<file path="config.mk">
export PLATFORM = sky130hd
export DESIGN_NAME = ifu_prefetch
export DESIGN_NICKNAME = d
export VERILOG_FILES = /design/src/rtl/rv_pipe_pkg.sv /design/src/rtl/fetch_fifo.sv /design/src/rtl/ifu_prefetch.sv
export SDC_FILE = /design/constraint.sdc
export NUM_CORES = 1
export LEC_CHECK = 0
export ABC_AREA = 0
export CORE_MARGIN = 2
export CORE_UTILIZATION = 48
export CTS_BUF_LIST = sky130_fd_sc_hd__clkbuf_4
export DETAILED_ROUTE_END_ITERATION = 12
export PLACE_DENSITY = 0.82
export REMOVE_ABC_BUFFERS = 1
export SYNTH_ARGS = -nofsm -noshare
export SYNTH_HDL_FRONTEND = slang
export SYNTH_SLANG_ARGS = --single-unit
</file>
<file path="constraint.sdc">
create_clock -name clk -period 11.5 [get_ports clk]
set_clock_uncertainty 0.2 [all_clocks]
set_input_delay 3.45 -clock clk [delete_from_list [all_inputs] [get_ports clk]]
set_output_delay 3.45 -clock clk [all_outputs]
set_load 0.02 [all_outputs]
</file>
<file path="src/rtl/rv_pipe_pkg.sv">
// Shared types and constants for the five-stage pipeline front end.
package rv_pipe_pkg;

  // addi x0,x0,0 -- presented to decode whenever no fetched word is ready
  localparam logic [31:0] NOP_INSTR    = 32'h0000_0013;
  localparam logic [31:0] RESET_PC_DEF = 32'h0000_0000;

  // One prefetched instruction together with the PC it was fetched from
  typedef struct packed {
    logic [31:0] pc;
    logic [31:0] instr;
  } fetch_entry_t;

  // Sequential next-word PC, wraps modulo 2^32
  function automatic logic [31:0] pc_inc(input logic [31:0] pc);
    return pc + 32'd4;
  endfunction

endpackage

</file>
<file path="src/rtl/fetch_fifo.sv">
// Small synchronous FIFO for prefetched words. Clear dominates push/pop.
// Depth must be a power of two so the pointers wrap naturally.
module fetch_fifo #(
  parameter  int DEPTH = 2,
  parameter  int WIDTH = 64,
  localparam int CW    = $clog2(DEPTH + 1),
  localparam int PW    = $clog2(DEPTH)
) (
  input  logic             clk,
  input  logic             reset,
  input  logic             i_clr,
  input  logic             i_push,
  input  logic [WIDTH-1:0] i_din,
  input  logic             i_pop,
  output logic [WIDTH-1:0] o_dout,
  output logic [CW-1:0]    o_count
);

  logic [WIDTH-1:0] r_mem [DEPTH];
  logic [PW-1:0]    r_wr;
  logic [PW-1:0]    r_rd;
  logic [CW-1:0]    r_count;

  logic w_empty;
  logic w_full;
  logic w_push;
  logic w_pop;

  assign w_empty = (r_count == '0);
  assign w_full  = (r_count == CW'(DEPTH));
  assign w_pop   = i_pop & ~w_empty;
  // A push into a full FIFO is accepted only if the head leaves this cycle
  assign w_push  = i_push & (~w_full | w_pop);

  assign o_dout  = r_mem[r_rd];
  assign o_count = r_count;

  // Pointer and occupancy update; reset and clear both empty the FIFO
  always_ff @(posedge clk) begin
    if (reset || i_clr) begin
      r_wr    <= '0;
      r_rd    <= '0;
      r_count <= '0;
    end else begin
      if (w_push) r_wr <= r_wr + PW'(1);
      if (w_pop)  r_rd <= r_rd + PW'(1);
      r_count <= r_count + CW'(w_push) - CW'(w_pop);
    end
  end

  // Storage write; contents need no reset since occupancy gates visibility
  always_ff @(posedge clk) begin
    if (w_push) r_mem[r_wr] <= i_din;
  end

endmodule

</file>
<file path="src/rtl/ifu_prefetch.sv">
// Instruction fetch unit: owns the fetch PC, issues in-order word requests
// under a credit limit, buffers returned words and presents them to decode.
// A redirect flushes the FIFO and arms a drop counter so that responses to
// requests issued before the redirect are discarded on arrival.
module ifu_prefetch
  import rv_pipe_pkg::*;
#(
  parameter logic [31:0] RESET_PC   = RESET_PC_DEF,
  parameter int          FIFO_DEPTH = 2
) (
  input  logic        clk,
  input  logic        reset,
  input  logic        stallF,
  input  logic        PCSrcE,
  input  logic [31:0] PCTargetE,
  output logic        ImemReq,
  output logic [31:0] ImemAddr,
  input  logic        ImemGnt,
  input  logic        ImemRValid,
  input  logic [31:0] ImemRData,
  output logic [31:0] PCF,
  output logic [31:0] PCplus4F,
  output logic [31:0] InstrF,
  output logic        InstrValidF
);

  localparam int          CW      = $clog2(FIFO_DEPTH + 1);
  localparam logic [CW:0] DEPTH_C = (CW + 1)'(FIFO_DEPTH);

  logic [31:0]   r_reqpc;
  logic [31:0]   r_resppc;
  logic [CW-1:0] r_out;
  logic [CW-1:0] r_drop;

  logic [CW-1:0] w_occ;
  fetch_entry_t  w_head;
  fetch_entry_t  w_push_ent;
  logic          w_valid;
  logic          w_pop;
  logic          w_push;
  logic          w_issue;
  logic          w_discard;
  logic [CW:0]   w_used;

  assign w_valid = (w_occ != '0);
  // Redirect squashes the head even if decode would otherwise take it
  assign w_pop   = ~stallF & w_valid & ~PCSrcE;

  // Credits: buffered words plus in-flight requests, net of this cycle's pop
  assign w_used  = {1'b0, w_occ} + {1'b0, r_out} - (CW + 1)'(w_pop);
  assign ImemReq  = ~reset & ~PCSrcE & (w_used < DEPTH_C);
  assign ImemAddr = r_reqpc;
  assign w_issue  = ImemReq & ImemGnt;

  // Stale responses (issued before a redirect) are consumed without a push
  assign w_discard = ImemRValid & (r_drop != '0);
  assign w_push    = ImemRValid & (r_drop == '0) & ~PCSrcE;

  assign w_push_ent.pc    = r_resppc;
  assign w_push_ent.instr = ImemRData;

  fetch_fifo #(
    .DEPTH (FIFO_DEPTH),
    .WIDTH ($bits(fetch_entry_t))
  ) u_fifo (
    .clk     (clk),
    .reset   (reset),
    .i_clr   (PCSrcE),
    .i_push  (w_push),
    .i_din   (w_push_ent),
    .i_pop   (w_pop),
    .o_dout  (w_head),
    .o_count (w_occ)
  );

  // Empty FIFO presents a bubble to decode
  assign InstrValidF = w_valid;
  assign InstrF      = w_valid ? w_head.instr : NOP_INSTR;
  assign PCF         = w_valid ? w_head.pc    : 32'h0;
  assign PCplus4F    = pc_inc(PCF);

  // PC and counter bookkeeping; redirect overrides every other event
  always_ff @(posedge clk) begin
    if (reset) begin
      r_reqpc  <= RESET_PC;
      r_resppc <= RESET_PC;
      r_out    <= '0;
      r_drop   <= '0;
    end else if (PCSrcE) begin
      r_reqpc  <= PCTargetE;
      r_resppc <= PCTargetE;
      r_out    <= r_out - CW'(ImemRValid);
      r_drop   <= r_out - CW'(ImemRValid);
    end else begin
      if (w_issue)   r_reqpc  <= pc_inc(r_reqpc);
      if (w_push)    r_resppc <= pc_inc(r_resppc);
      if (w_discard) r_drop   <= r_drop - CW'(1);
      r_out <= r_out + CW'(w_issue) - CW'(ImemRValid);
    end
  end

endmodule

</file>
==> summary.txt <==
Run status
  • Outcome: completed

Global route
  • Vias in the first global route: about 7400
  • Initial antenna violation count: 1
  • GRT overflow: 0
  • Total track usage: 0.221
  • Pin count of the biggest net entering global routing: 71
  • First-pass GRT wire length: about 38 mm

Power
  • Maximum VDD drop: ~60 uV
  • Pwr Density: roughly 130 nW/um^2
  • Leakage: about 4.2 nW

Placed design
  • Cells after DPL: 1304
  • DP HPWL: about 17 mm
  • I/O Buffers: about 200
  • RD Place Congestion: approximately 0.9
  • Pre-CTS setup slack: between 1500 and 2000 ps

Clocking
  • CTS buffer count: between 50 and 60
  • Post-CTS setup buffers: 0
  • CTS Hold Bufs: 0
  • CTS Sinks: between 200 and 250
  • CTS tree: yes
  • Skew-Pair Late Insertion Delay: between 600 and 700 ps
  • # resized after CTS: 0
  • H-tree Lvls: 2
  • Maximum clock path buffer count: 3
  • Root Buffer: clkbuf_4
  • Clk pin slew, worst setup/hold paths: about 70 ps

Setup path
  • CP Class: in2out
  • Required time worst endpoint: 7850 ps
  • Crit path max fanout: 3
  • WP data arrival: around 6200 ps
  • Startpoint types: input pin
  • CP Capture Type: output port

Synthesis
  • Register area share after synthesis: 0.551
  • Synth Area per Inst: ~11 um^2
  • Most used DFF post-synth: edfxtp_1
  • EDFF count, synth: 128
  • Netlist cell types: 56
  • Synth cell count leaders: 128 x edfxtp_1, 100 x nor2_1, 73 x dfxtp_1
  • Synth area leaders: edfxtp_1 40%, dfxtp_1 15%, mux2i_1 6.8%
  • Synthesis-stage register bit count: approximately 200
  • Ys async rst share: 0
  • Netlist Area Pre-Place: between 9000 and 10000 um^2
  • Synth top area share: 0.399
  • Area leader, netlist: edfxtp_1
  • Syn Inst Count: 881
  • Top-count cell post-synth: edfxtp_1
  • Synthesis warning total: 0

Timing
  • Setup TNS: 0 ps
  • Rel. slew slack: 0.362
  • Least-Margin Pin Slew: approximately 950 ps
  • RSZ-0062 raised after global routing: no
  • Final hold violations: 0
  • Max Transition Viols Final: 0
  • FMAX: 101 MHz
  • Fin crit period: approximately 10000 ps
  • Min Hold Slack: ~260 ps
  • Final setup vio count: 0
  • Post-route setup slack: 1620 ps
  • Final period util: 0.859

Floorplan
  • Die ar.: between 20000 and 25000 um^2
  • Row count: 51
  • Die X: between 100 and 150 um
  • Initial core utilization: 0.491
  • IO Pins: 200
  • Die Ht: approximately 150 um
  • Placeable Area: between 15000 and 20000 um^2

Routing
  • Highest metal used: met4
  • Drt first pass iters: 6
  • Post-route DRC: 0
  • Metal3 WL: about 1.9 mm
  • Metal-1 WL: 10.4 mm
  • Final ANT Viol Nets: 0
  • Vias per std cell: between 5 and 6
  • Routed via count: between 7000 and 8000
  • Wire per inst: 17.1 um
  • DRC marker count from the first detailed-route iteration: ~550
  • Final wirelength: ~24 mm
  • Met2 WL post-DR: 11.0 mm

Min path
  • Worst min path class: reg2reg

Layout
  • Post-route insts no fill: 1394
  • Final nets: around 1200
  • Multi-input logic area: 4020 um^2
  • Register area: 5310 um^2
  • Fill cell count: about 1600
  • Layout cells sized above 1: 0.0957
  • Layout area overhead: 29.1%

Flow run
  • Max-capacitance violation count: 0
## layout by cell type, fill, tap and decap left out, types with 12 or more instances in the layout
cell type          n
clkbuf_4          72
xnor2_1           36
mux2i_1           65
clkdlybuf4s50_1  199
clkinv_1          14
a21oi_1           29
a21boi_0          17
nor3_1            24
o21ai_0           21
dfxtp_1           72
nor4_1            13
a211oi_1          18
edfxtp_1         128
xor2_1            38
a31oi_1           12
and3_1            12
inv_1             21
nand2_1           71
nor2_1            99
nand3_1           28
nand4_1           31
## state kept, by name (all words and copies together), names as in the netlist, named ones only
signal          flops
u_fifo.r_mem      128
ImemAddr           32
r_resppc           32
r_drop              2
r_out               2
u_fifo.o_count      2
u_fifo.r_rd         1
u_fifo.r_wr         1
## layer usage
layer | vias up | global-route usage
met5 | - | 0
met4 | 0 | 0.0824
met3 | 50 | 0.0549
met2 | 334 | 0.353
met1 | 3544 | 0.294
li1 | 3677 | -
## critical path, cell delays in order
cell	delay, ps
clkdlybuf4s50_1	510
nor3_1	220
ha_1	250
nand2b_1	150
fa_1	480
or3b_4	420
nor2_1	130
clkdlybuf4s50_1	620
## cell families after synthesis
| family | count (synthesis) | synth area share |
|---|---|---|
| adder cells (fa/ha/maj) | 12 | 0.0164 |
| flip-flops | 201 | 0.551 |
| multiplexers | 68 | 0.0711 |
| buffers and inverters | 71 | 0.0329 |
| AO/OA/AOI/OAI | 125 | 0.0839 |
| XOR/XNOR | 74 | 0.0674 |
| AND/OR/NAND/NOR | 330 | 0.177 |
## cell type report
type                    instances  area share
diodes                          1    0.000201
clock buffers                  72      0.0435
clock inverters                17     0.00735
inverters                      23     0.00695
multi-input cells             609       0.323
flip-flops and latches        201       0.427
well taps                     265      0.0267
repair buffers                206       0.165
## where the power goes
group / total [mW] / switching (mW) / internal (mW) / leakage (nW)
sequential: 0.832 / 0.0296 / 0.803 / 1.78
combinational: 0.201 / 0.109 / 0.0916 / 2.00
clock: 0.585 / 0.276 / 0.310 / 0.375
total: 1.62 / 0.414 / 1.20 / 4.16
## worst paths after layout
| check | startpoint | depth (start not counted) | to | slack [ps] |
|---|---|---|---|---|
| worst max register to register | u_fifo.o_count[1]$_SDFF_PP0_ | 15 | r_out[1]$_SDFF_PP0_ | 7090 |
| worst max-delay path | PCSrcE | 8 | ImemReq | 1620 |
| worst min-delay path | ImemAddr[1]$_SDFFE_PP0P_ | 2 | ImemAddr[1]$_SDFFE_PP0P_ | 260 |
| worst min register to register | ImemAddr[1]$_SDFFE_PP0P_ | 2 | ImemAddr[1]$_SDFFE_PP0P_ | 260 |
## per-stage QoR
stage          instance area [um^2]  power, mW   util
3_3_place_gp                  11800       1.04  0.602
3_5_place_dp                  11800       1.05  0.602
6_report                      12400       1.62  0.634
5_1_grt                       12400       1.69  0.634
2_1_floorplan                  9390      0.949      -
4_1_cts                       12400       1.64  0.634
Note: power is estimated with default switching activity, not from simulation.
